$ cat config.mk
export PLATFORM = sky130hd
export DESIGN_NAME = aes_key_expander
export DESIGN_NICKNAME = d
export VERILOG_FILES = /design/src/rtl/aes_pkg.sv /design/src/rtl/aes_key_round.sv /design/src/rtl/aes_key_expander.sv
export SDC_FILE = /design/constraint.sdc
export NUM_CORES = 2
export LEC_CHECK = 0
export CAP_MARGIN = 20
export CORE_AREA = 3 3 602 604
export DETAILED_ROUTE_END_ITERATION = 12
export DIE_AREA = 0 0 605 607
export SLEW_MARGIN = 20
export SYNTH_ARGS = -nofsm -noshare
export SYNTH_HDL_FRONTEND = slang
export SYNTH_SLANG_ARGS = --single-unit
$ cat constraint.sdc
create_clock -name clk -period 86.5 [get_ports clk]
set_input_delay 25.95 -clock clk [delete_from_list [all_inputs] [get_ports clk]]
set_output_delay 25.95 -clock clk [all_outputs]
set_load 0.05 [all_outputs]
$ cat src/rtl/aes_pkg.sv
// Shared AES key-expansion types and constants: S-box, round constants,
// key/schedule containers and the expander state encoding.
package aes_pkg;

  typedef logic [0:127]  aes_key_t;
  typedef logic [0:1407] aes_schedule_t;

  typedef enum logic [1:0] {
    IDLE   = 2'd0,
    EXPAND = 2'd1,
    DONE   = 2'd2
  } aes_kx_state_e;

  localparam logic [7:0] SBOX [256] = '{
    8'h63, 8'h7c, 8'h77, 8'h7b, 8'hf2, 8'h6b, 8'h6f, 8'hc5, 8'h30, 8'h01, 8'h67, 8'h2b, 8'hfe, 8'hd7, 8'hab, 8'h76,
    8'hca, 8'h82, 8'hc9, 8'h7d, 8'hfa, 8'h59, 8'h47, 8'hf0, 8'had, 8'hd4, 8'ha2, 8'haf, 8'h9c, 8'ha4, 8'h72, 8'hc0,
    8'hb7, 8'hfd, 8'h93, 8'h26, 8'h36, 8'h3f, 8'hf7, 8'hcc, 8'h34, 8'ha5, 8'he5, 8'hf1, 8'h71, 8'hd8, 8'h31, 8'h15,
    8'h04, 8'hc7, 8'h23, 8'hc3, 8'h18, 8'h96, 8'h05, 8'h9a, 8'h07, 8'h12, 8'h80, 8'he2, 8'heb, 8'h27, 8'hb2, 8'h75,
    8'h09, 8'h83, 8'h2c, 8'h1a, 8'h1b, 8'h6e, 8'h5a, 8'ha0, 8'h52, 8'h3b, 8'hd6, 8'hb3, 8'h29, 8'he3, 8'h2f, 8'h84,
    8'h53, 8'hd1, 8'h00, 8'hed, 8'h20, 8'hfc, 8'hb1, 8'h5b, 8'h6a, 8'hcb, 8'hbe, 8'h39, 8'h4a, 8'h4c, 8'h58, 8'hcf,
    8'hd0, 8'hef, 8'haa, 8'hfb, 8'h43, 8'h4d, 8'h33, 8'h85, 8'h45, 8'hf9, 8'h02, 8'h7f, 8'h50, 8'h3c, 8'h9f, 8'ha8,
    8'h51, 8'ha3, 8'h40, 8'h8f, 8'h92, 8'h9d, 8'h38, 8'hf5, 8'hbc, 8'hb6, 8'hda, 8'h21, 8'h10, 8'hff, 8'hf3, 8'hd2,
    8'hcd, 8'h0c, 8'h13, 8'hec, 8'h5f, 8'h97, 8'h44, 8'h17, 8'hc4, 8'ha7, 8'h7e, 8'h3d, 8'h64, 8'h5d, 8'h19, 8'h73,
    8'h60, 8'h81, 8'h4f, 8'hdc, 8'h22, 8'h2a, 8'h90, 8'h88, 8'h46, 8'hee, 8'hb8, 8'h14, 8'hde, 8'h5e, 8'h0b, 8'hdb,
    8'he0, 8'h32, 8'h3a, 8'h0a, 8'h49, 8'h06, 8'h24, 8'h5c, 8'hc2, 8'hd3, 8'hac, 8'h62, 8'h91, 8'h95, 8'he4, 8'h79,
    8'he7, 8'hc8, 8'h37, 8'h6d, 8'h8d, 8'hd5, 8'h4e, 8'ha9, 8'h6c, 8'h56, 8'hf4, 8'hea, 8'h65, 8'h7a, 8'hae, 8'h08,
    8'hba, 8'h78, 8'h25, 8'h2e, 8'h1c, 8'ha6, 8'hb4, 8'hc6, 8'he8, 8'hdd, 8'h74, 8'h1f, 8'h4b, 8'hbd, 8'h8b, 8'h8a,
    8'h70, 8'h3e, 8'hb5, 8'h66, 8'h48, 8'h03, 8'hf6, 8'h0e, 8'h61, 8'h35, 8'h57, 8'hb9, 8'h86, 8'hc1, 8'h1d, 8'h9e,
    8'he1, 8'hf8, 8'h98, 8'h11, 8'h69, 8'hd9, 8'h8e, 8'h94, 8'h9b, 8'h1e, 8'h87, 8'he9, 8'hce, 8'h55, 8'h28, 8'hdf,
    8'h8c, 8'ha1, 8'h89, 8'h0d, 8'hbf, 8'he6, 8'h42, 8'h68, 8'h41, 8'h99, 8'h2d, 8'h0f, 8'hb0, 8'h54, 8'hbb, 8'h16
  };

  localparam logic [7:0] RCON [1:10] = '{
    8'h01, 8'h02, 8'h04, 8'h08, 8'h10, 8'h20, 8'h40, 8'h80, 8'h1b, 8'h36
  };

  // Out-of-range round numbers only occur on idle lanes; they get a harmless zero.
  function automatic logic [7:0] rcon_of(input int r);
    if (r >= 1 && r <= 10) return RCON[r[3:0]];
    return 8'h00;
  endfunction

endpackage

$ cat src/rtl/aes_key_round.sv
// One AES-128 key-schedule round: RotWord, SubWord, Rcon XOR, then the
// four-word XOR chain producing the next round key.
module aes_key_round
  import aes_pkg::*;
(
  input  aes_key_t   prev_i,
  input  logic [7:0] rcon_i,
  output aes_key_t   next_o
);

  logic [0:31] w3, rot, sub, t;
  logic [0:31] n0, n1, n2, n3;

  assign w3  = prev_i[96:127];
  assign rot = {w3[8:31], w3[0:7]};
  assign sub = {SBOX[rot[0:7]], SBOX[rot[8:15]], SBOX[rot[16:23]], SBOX[rot[24:31]]};
  assign t   = sub ^ {rcon_i, 24'h000000};

  assign n0 = prev_i[0:31]  ^ t;
  assign n1 = prev_i[32:63] ^ n0;
  assign n2 = prev_i[64:95] ^ n1;
  assign n3 = w3            ^ n2;

  assign next_o = {n0, n1, n2, n3};

endmodule

$ cat src/rtl/aes_key_expander.sv
// Iterative AES-128 key expander, ROUNDS_PER_CYCLE chained rounds per clock.
// Optional per-step round-key streaming ports under AES_KEY_EXPANDER_STREAM_EN.
module aes_key_expander
  import aes_pkg::*;
#(
  parameter int ROUNDS_PER_CYCLE = 1
) (
  input  logic          clk,
  input  logic          rst,
  input  logic          i_valid,
  output logic          o_ready,
  input  logic [0:127]  i_key,
  output logic          o_valid,
  input  logic          i_ready,
  output logic [0:1407] o_key_schedule,
  output logic          o_busy
`ifdef AES_KEY_EXPANDER_STREAM_EN
  ,
  output logic          o_rk_valid,
  output logic [3:0]    o_rk_idx,
  output logic [0:127]  o_rk
`endif
);

  localparam int STEPS = 10 / ROUNDS_PER_CYCLE;

  if (ROUNDS_PER_CYCLE != 1 && ROUNDS_PER_CYCLE != 2 &&
      ROUNDS_PER_CYCLE != 5 && ROUNDS_PER_CYCLE != 10) begin : g_bad_rpc
    $error("aes_key_expander: ROUNDS_PER_CYCLE must be 1, 2, 5 or 10");
  end

  aes_kx_state_e state_q;
  logic [3:0]    cnt_q;
  logic          valid_q, busy_q;
  aes_schedule_t sched_q, sched_d;
  logic          accept;
  int            base;

  aes_key_t rk_in [ROUNDS_PER_CYCLE];
  aes_key_t rk    [ROUNDS_PER_CYCLE];

  assign o_ready = (state_q == IDLE) || ((state_q == DONE) && i_ready);
  assign accept  = i_valid && o_ready;

  // base is the round number of the last completed key; this step writes base+1..base+RPC.
  assign base     = int'(cnt_q) * ROUNDS_PER_CYCLE;
  assign rk_in[0] = sched_q[128*base +: 128];

  for (genvar j = 0; j < ROUNDS_PER_CYCLE; j++) begin : g_round
    if (j > 0) begin : g_chain
      assign rk_in[j] = rk[j-1];
    end
    aes_key_round u_round (
      .prev_i (rk_in[j]),
      .rcon_i (rcon_of(base + j + 1)),
      .next_o (rk[j])
    );
  end

  always_comb begin
    sched_d = sched_q;
    if (accept) begin
      sched_d = {i_key, 1280'b0};
    end else if (state_q == EXPAND) begin
      for (int j = 0; j < ROUNDS_PER_CYCLE; j++) begin
        sched_d[128*(base+j+1) +: 128] = rk[j];
      end
    end
  end

`ifdef AES_KEY_EXPANDER_STREAM_EN
  logic         rk_valid_q;
  logic [3:0]   rk_idx_q;
  aes_key_t     rk_q;
`endif

  always_ff @(posedge clk or posedge rst) begin
    if (rst) begin
      state_q <= IDLE;
      cnt_q   <= '0;
      valid_q <= 1'b0;
      busy_q  <= 1'b0;
      sched_q <= '0;
`ifdef AES_KEY_EXPANDER_STREAM_EN
      rk_valid_q <= 1'b0;
      rk_idx_q   <= '0;
      rk_q       <= '0;
`endif
    end else begin
      sched_q <= sched_d;
`ifdef AES_KEY_EXPANDER_STREAM_EN
      rk_valid_q <= 1'b0;
`endif
      case (state_q)
        IDLE: begin
          if (accept) begin
            state_q <= EXPAND;
            cnt_q   <= '0;
            busy_q  <= 1'b1;
          end
        end
        EXPAND: begin
`ifdef AES_KEY_EXPANDER_STREAM_EN
          rk_valid_q <= 1'b1;
          rk_idx_q   <= 4'(base + ROUNDS_PER_CYCLE);
          rk_q       <= rk[ROUNDS_PER_CYCLE-1];
`endif
          if (cnt_q == 4'(STEPS - 1)) begin
            state_q <= DONE;
            cnt_q   <= '0;
            busy_q  <= 1'b0;
            valid_q <= 1'b1;
          end else begin
            cnt_q <= cnt_q + 4'd1;
          end
        end
        DONE: begin
          if (i_ready) begin
            valid_q <= 1'b0;
            if (i_valid) begin
              state_q <= EXPAND;
              cnt_q   <= '0;
              busy_q  <= 1'b1;
            end else begin
              state_q <= IDLE;
            end
          end
        end
        default: state_q <= IDLE;
      endcase
    end
  end

  assign o_valid        = valid_q;
  assign o_busy         = busy_q;
  assign o_key_schedule = sched_q;

`ifdef AES_KEY_EXPANDER_STREAM_EN
  assign o_rk_valid = rk_valid_q;
  assign o_rk_idx   = rk_idx_q;
  assign o_rk       = rk_q;
`endif

endmodule

Word level (Yosys, flattened, before mapping)
Memory sizes are Yosys's and may differ from the RTL's.
Cells that the tools add are included.
{"block": "word_totals", "romBits": 8320, "memories": 5, "word_cells": 88, "output_inout_bits": 1411, "input_bits": 132, "register_bits": 1416}
{"block": "classes", "reduce_logical": 12, "add_sub_neg": 3, "n_eq_ne": 7, "order_cmp": 7, "n_shift": 3, "mux": 34, "bitwise_logic": 12}
{"name": "(no name shown)", "words": 256, "word_bits": 8, "rd": 1, "rd_ports_with_merged_regs": 0, "wr": 0, "line_no": "aes_key_round.sv:16", "text": "assign sub = {SBOX[rot[0:7]], SBOX[rot[8:15]], SBOX[rot[16:23]], SBOX[rot[24:31]]};"}
{"name": "(no name shown)", "words": 256, "word_bits": 8, "rd": 1, "rd_ports_with_merged_regs": 0, "wr": 0, "line_no": "aes_key_round.sv:16"}
{"name": "(no name shown)", "words": 256, "word_bits": 8, "rd": 1, "rd_ports_with_merged_regs": 0, "wr": 0, "line_no": "aes_key_round.sv:16"}
{"name": "(no name shown)", "words": 256, "word_bits": 8, "rd": 1, "rd_ports_with_merged_regs": 0, "wr": 0, "line_no": "aes_key_round.sv:16"}
{"name": "(no name shown)", "words": 16, "word_bits": 8, "rd": 1, "rd_ports_with_merged_regs": 0, "wr": 0, "line_no": "aes_pkg.sv:39", "text": "if (r >= 1 && r <= 10) return RCON[r[3:0]];"}
{"operator": "$mux 1408", "count": 2}
{"operator": "$shift 1409x33->1408 const A", "count": 1}
{"operator": "$shiftx 1408x32->1409", "count": 1}
{"operator": "$shiftx 1409x33->1408", "count": 1}
{"operator": "$bwmux 1408", "count": 1}
{"operator": "$xor 32x32->32", "count": 5}
{"operator": "$mux 8", "count": 12}
{"operator": "$ge 9x9->1 const B", "count": 4}
{"operator": "$not 8->9", "count": 4}
{"operator": "$neg 32->33", "count": 1}
{"operator": "$ge 32x2->1 const B", "count": 1}
{"operator": "$le 32x5->1 const B", "count": 1}
{"operator": "$not 11->32", "count": 1}
{"operator": "$not 12->32", "count": 1}
{"operator": "$mux 4", "count": 4}
{"operator": "$pmux 4 s3", "count": 1}
{"operator": "$mux 1", "count": 8}
{"operator": "$mux 2", "count": 3}
{"operator": "$ne 2x2->1 const B", "count": 3}
{"operator": "$pmux 2 s3", "count": 1}
{"operator": "$reduce_and 3->1", "count": 2}
{"operator": "$add 4x1->5 const B", "count": 1}
{"operator": "$ge 5x5->1 const B", "count": 1}
{"operator": "$not 4->5", "count": 1}
{"operator": "other kinds (14)", "count": 17}

Depth between registers and ports, before layout
{"block": "logic_depth", "ltp_word": 16, "ltp_mapped": 26, "depth_no_buf": 17}

Modules after synthesis
A second synthesis with hierarchy kept.
{"block": "unflattened", "hier_cells": 7875, "area_unflattened_um2": 82826.9}
{"module": "aes_key_expander", "area_per_inst_um2": 66545.1, "cells_per_inst": 5536, "seq_area_each_um2": 35434.0, "n_inst": 1}
{"module": "aes_key_round", "area_per_inst_um2": 16281.9, "cells_per_inst": 2339, "seq_area_each_um2": 0.0, "n_inst": 1}

Worst setup path before layout
OpenSTA, ideal clock, no wires.
{"block": "synth_timing", "path_type": "in2out", "from": "input i_ready", "to": "output o_ready", "t_required_ns": 60.550, "n_path_buf": 0, "t_arrival_ns": 26.817, "cell_stages": 2, "path_slack_ns": 33.733, "cell_sequence": "nand2b_1 > nor2b_1"}
{"block": "synth_between", "elab_chain_cells": 2}
{"element": "start, declared", "line_no": "aes_key_expander.sv:14", "text": "input logic i_ready,"}
{"element": "$logic_and 1x1->1", "line_no": "aes_key_expander.sv:42", "text": "assign o_ready = (state_q == IDLE) || ((state_q == DONE) && i_ready);"}
{"element": "$logic_or 1x1->1", "line_no": "aes_key_expander.sv:42"}
{"element": "end, declared", "line_no": "aes_key_expander.sv:11", "text": "output logic o_ready,"}
No other way between the ends.

Worst setup path in the final report
Same ends and word-level chain as after synthesis.

==> impl_metrics.xml <==
<?xml version="1.0" encoding="UTF-8"?>
<metrics>
  <group name="clock_network">
    <metric name="clock_sinks" unit="">1416</metric>
    <metric name="postCtsHoldBufs" unit="">0</metric>
    <metric name="numCtsBuffers" unit="">172</metric>
    <metric name="cts.clk_slew.worst_paths" unit="ns">0.06</metric>
    <metric name="cts_tree" unit="">yes</metric>
    <metric name="post-cts-setup-buffer-count" unit="">0</metric>
    <metric name="cts-root-buf" unit="">sky130_fd_sc_hd__clkbuf_16</metric>
    <metric name="cts.repair.resized" unit="">0</metric>
    <metric name="insertion_delay" unit="ns">0.92</metric>
    <metric name="clk_path_buf_depth" unit="">4</metric>
    <metric name="h_tree_lvls" unit="">4</metric>
  </group>
  <group name="logic_synthesis">
    <metric name="largest_family_of_logic_cells_by_synthesized_area" unit="">compound AO/OA/AOI/OAI gates</metric>
    <metric name="synth_top_area_share" unit="">0.448</metric>
    <metric name="number_of_enable_type_register_cells_in_the_synthesized_netlist" unit="">0</metric>
    <metric name="synth_commonest_cells" unit="">1416 x sky130_fd_sc_hd__dfrtp_1, 1324 x sky130_fd_sc_hd__nand2_1, 1165 x sky130_fd_sc_hd__o21ai_0, 524 x sky130_fd_sc_hd__clkbuf_1, 344 x sky130_fd_sc_hd__nor2_1</metric>
    <metric name="synth.yosys.seq_area_share" unit="">0.448</metric>
    <metric name="netlist.top_cell.by_area" unit="">sky130_fd_sc_hd__dfrtp_1</metric>
    <metric name="synthMostInstantiatedCell" unit="">sky130_fd_sc_hd__dfrtp_1</metric>
    <metric name="post_synth_inst_count" unit="">8185</metric>
    <metric name="yosys_warnings" unit="">0</metric>
    <metric name="netlist-cell-type-count" unit="">127</metric>
    <metric name="synthesis.area_per_instance" unit="µm²">9.65</metric>
    <metric name="synth-adder-area-share" unit="">0.0105</metric>
    <metric name="parity_gate_share_of_the_synthesized_area_counting_xor_and_xnor_cells" unit="">0.0268</metric>
    <metric name="post_synth_and_or_nand_nor_area_fraction" unit="">0.112</metric>
    <metric name="postSynth.topFlopCell" unit="">sky130_fd_sc_hd__dfrtp_1</metric>
    <metric name="synth_top_cells_by_area" unit="">sky130_fd_sc_hd__dfrtp_1 45%, sky130_fd_sc_hd__o21ai_0 7.4%, sky130_fd_sc_hd__mux4_2 6.4%</metric>
    <metric name="syn-num-nets" unit="">8383</metric>
    <metric name="share_of_synthesized_area_spent_on_multiplexers" unit="">0.0950</metric>
    <metric name="ys_seq_elements" unit="">1416</metric>
    <metric name="netlist_area" unit="µm²">79000</metric>
    <metric name="synth-async-reset-ratio" unit="">1.00</metric>
    <metric name="synth_compound_gate_area_share" unit="">0.247</metric>
  </group>
  <group name="sta">
    <metric name="worst_clk_skew" unit="ns">0.102</metric>
    <metric name="finalMaxSlewViolations" unit="">0</metric>
    <metric name="finalSetupTns" unit="ns">0</metric>
    <metric name="final.min_clock_period" unit="ns">54.00</metric>
    <metric name="finalSetupViolations" unit="">0</metric>
    <metric name="max-slew-margin-rel" unit="">0.0325</metric>
    <metric name="worst_slew_pin_slew" unit="ns">1.45</metric>
    <metric name="rsz0062_at_grt" unit="">no</metric>
    <metric name="clock.fmax" unit="MHz">18.5</metric>
    <metric name="hold_viol" unit="">0</metric>
    <metric name="min_period_over_period" unit="">0.624</metric>
  </group>
  <group name="job">
    <metric name="cap_violations" unit="">0</metric>
  </group>
  <group name="drt">
    <metric name="via_density_per_instance" unit="">5.82</metric>
    <metric name="dr.first_iter.drc_count" unit="">12399</metric>
    <metric name="antenna_left" unit="">0</metric>
    <metric name="drt_wl_total" unit="mm">584</metric>
    <metric name="vias" unit="">83186</metric>
    <metric name="drc" unit="">0</metric>
    <metric name="average_detailed_routed_wire_length_per_instance" unit="µm">40.8</metric>
    <metric name="detail_route.first_pass.iterations" unit="">8</metric>
  </group>
  <group name="finish">
    <metric name="fillers" unit="">37417</metric>
    <metric name="areaGrowthSynthToFinish" unit="%">34.0</metric>
    <metric name="layout-drive-gt1-share" unit="">0.132</metric>
    <metric name="nets" unit="">9556</metric>
    <metric name="post-route-cell-area" unit="µm²">106000</metric>
  </group>
  <group name="critical_path">
    <metric name="cp-start-kind" unit="">input port</metric>
    <metric name="endpoint_kind" unit="">output pin</metric>
    <metric name="worstSetupPathType" unit="">in2out</metric>
    <metric name="timing.critical_path.arrival" unit="ns">28.05</metric>
    <metric name="path_buf_inv" unit="">2</metric>
    <metric name="worst_ep_required_time" unit="ns">60.55</metric>
    <metric name="critical-path-top-cell-by-count" unit="">sky130_fd_sc_hd__clkdlybuf4s50_1</metric>
    <metric name="critical_path_peak_fanout" unit="">3</metric>
    <metric name="slowest_delay" unit="ns">0.93</metric>
    <metric name="critical-path-top-delay-family" unit="">buffers and inverters</metric>
    <metric name="critPathSlowestCell" unit="">sky130_fd_sc_hd__clkdlybuf4s50_1</metric>
    <metric name="cp_cell_sequence" unit="">clkdlybuf4s50_1 &gt; nand2b_1 &gt; nor2b_1 &gt; clkdlybuf4s50_1</metric>
  </group>
  <group name="place">
    <metric name="placed_area" unit="µm²">99700</metric>
    <metric name="place.detailed.hpwl" unit="mm">432</metric>
    <metric name="gp_routability_congestion" unit="">0.980</metric>
    <metric name="buffer_ports.inserted" unit="">1542</metric>
  </group>
  <group name="die">
    <metric name="placement_rows" unit="">220</metric>
    <metric name="dieArea" unit="µm²">367000</metric>
    <metric name="fp.coreArea" unit="µm²">358000</metric>
    <metric name="io_pins" unit="">1543</metric>
    <metric name="die_y" unit="µm">607</metric>
    <metric name="fp.dieW" unit="µm">605</metric>
    <metric name="initial_core_util" unit="">0.221</metric>
  </group>
  <group name="global_routing">
    <metric name="track_usage" unit="">0.304</metric>
    <metric name="antenna_violations_before_repair" unit="">57</metric>
    <metric name="grt_start_max_net_pins" unit="">164</metric>
    <metric name="grt_first_pass_wirelength" unit="mm">762</metric>
    <metric name="grt.overflow.total" unit="">0</metric>
    <metric name="first_global_vias" unit="">77703</metric>
  </group>
  <group name="run_status">
    <metric name="status" unit="">finished clean</metric>
  </group>
  <group name="worst_hold_path">
    <metric name="min_path_type" unit="">reg2reg</metric>
  </group>
</metrics>
-- registers in the layout, summed over array words and instances, names as in the netlist --
register,cells
state_q,2
o_key_schedule,1408
o_valid,1
o_busy,1
cnt_q,4
-- path summary, 6_finish.rpt --
path | startpoint | end | slack [ns] | depth (start not counted)
setup / recovery | i_ready | o_ready | 32.50 | 4
min in group asynchronous | rst | o_key_schedule[572] | 25.56 | 2
hold reg to reg | o_key_schedule[1163] | o_key_schedule[1163] | 0.50 | 2
setup reg to reg | cnt_q[0] | o_key_schedule[1124] | 76.59 | 18
max in group asynchronous | rst | o_key_schedule[246] | 55.95 | 8
hold / removal | o_key_schedule[1163] | o_key_schedule[1163] | 0.50 | 2
-- layout make-up --
type	instances	area, µm²	area share
multi-input cells	5830	40100	0.378
flip-flops and latches	1416	35400	0.335
repair buffers	1884	18100	0.171
well taps	4773	5970	0.0564
clock buffers	237	4940	0.0467
clock inverters	76	992	0.00937
inverters	54	233	0.00220
diodes	32	80.1	0.000756
-- kinds of logic after synthesis --
logic type | Yosys count
buffers and inverters | 939
flip-flops | 1416
adder cells (fa/ha/maj) | 66
AND/OR/NAND/NOR | 2126
XOR/XNOR | 206
multiplexers | 453
AO/OA/AOI/OAI | 2979
-- worst reg2reg max path: stages, from the launching register on --
cell and delay (ns):
sky130_fd_sc_hd__dfrtp_4 0.78, sky130_fd_sc_hd__buf_4 0.54, sky130_fd_sc_hd__buf_4 0.65, sky130_fd_sc_hd__buf_4 0.66
sky130_fd_sc_hd__mux2_1 0.38, sky130_fd_sc_hd__a22oi_1 0.55, sky130_fd_sc_hd__o22a_1 0.25, sky130_fd_sc_hd__buf_4 0.28
sky130_fd_sc_hd__ha_1 0.62, sky130_fd_sc_hd__clkinv_1 0.56, sky130_fd_sc_hd__o32ai_1 0.41, sky130_fd_sc_hd__buf_4 0.22
sky130_fd_sc_hd__o21ai_0 0.11, sky130_fd_sc_hd__a311oi_1 0.73, sky130_fd_sc_hd__o311ai_1 0.29, sky130_fd_sc_hd__o21ai_1 0.66
sky130_fd_sc_hd__xnor3_1 0.89, sky130_fd_sc_hd__xnor2_4 0.86, sky130_fd_sc_hd__o21ai_0 0.27
-- routing by layer --
metal	global-route usage	part of all wire	vias up
li1	-	-	32589
met1	0.358	0.36	42606
met2	0.461	0.44	6586
met3	0.115	0.12	1389
met4	0.197	0.081	16
met5	0	0.00020	-
-- stage by stage --
step | cells | util | setup slack, ns | hold WS [ns]
finish | 14302 | 0.296 | 32.50 | 0.502
CTS | 14263 | 0.295 | 32.55 | 0.500
detailed placement | 13950 | 0.278 | 32.56 | 0.488
global route | 14284 | 0.296 | 32.50 | 0.523
floorplan | 8185 | - | 20.62 | 0.501
global placement | 13944 | 0.278 | 32.55 | 0.481
-- layout by cell type (no fill, tap or decap), types with 37 or more instances in the layout --
master | netlist | final
sky130_fd_sc_hd__clkbuf_16 | 0 | 174
sky130_fd_sc_hd__a211oi_1 | 70 | 70
sky130_fd_sc_hd__mux2i_1 | 91 | 90
sky130_fd_sc_hd__buf_4 | 82 | 335
sky130_fd_sc_hd__nor3_1 | 157 | 150
sky130_fd_sc_hd__o21ai_0 | 1165 | 1154
sky130_fd_sc_hd__a22oi_1 | 89 | 89
sky130_fd_sc_hd__a31oi_1 | 55 | 54
sky130_fd_sc_hd__mux4_2 | 223 | 223
sky130_fd_sc_hd__nor2_1 | 344 | 336
sky130_fd_sc_hd__a221o_1 | 98 | 98
sky130_fd_sc_hd__a22o_1 | 278 | 277
sky130_fd_sc_hd__mux2_2 | 131 | 131
sky130_fd_sc_hd__o221ai_1 | 44 | 42
sky130_fd_sc_hd__o22ai_1 | 99 | 98
sky130_fd_sc_hd__o211ai_1 | 89 | 89
sky130_fd_sc_hd__nand2_1 | 1324 | 1316
sky130_fd_sc_hd__o21ai_1 | 175 | 178
sky130_fd_sc_hd__a311oi_1 | 43 | 43
sky130_fd_sc_hd__nand3_1 | 131 | 127
sky130_fd_sc_hd__xnor2_2 | 25 | 47
sky130_fd_sc_hd__a21oi_1 | 330 | 321
sky130_fd_sc_hd__clkdlybuf4s50_1 | 0 | 1526
sky130_fd_sc_hd__a221oi_1 | 79 | 79
sky130_fd_sc_hd__ha_1 | 66 | 66
sky130_fd_sc_hd__inv_1 | 39 | 37
sky130_fd_sc_hd__xnor2_1 | 123 | 82
sky130_fd_sc_hd__dfrtp_1 | 1416 | 1412
Power is left out: the tool's default activity adds up to more than one toggle a clock period on the data nets, which glitch-free logic cannot reach.
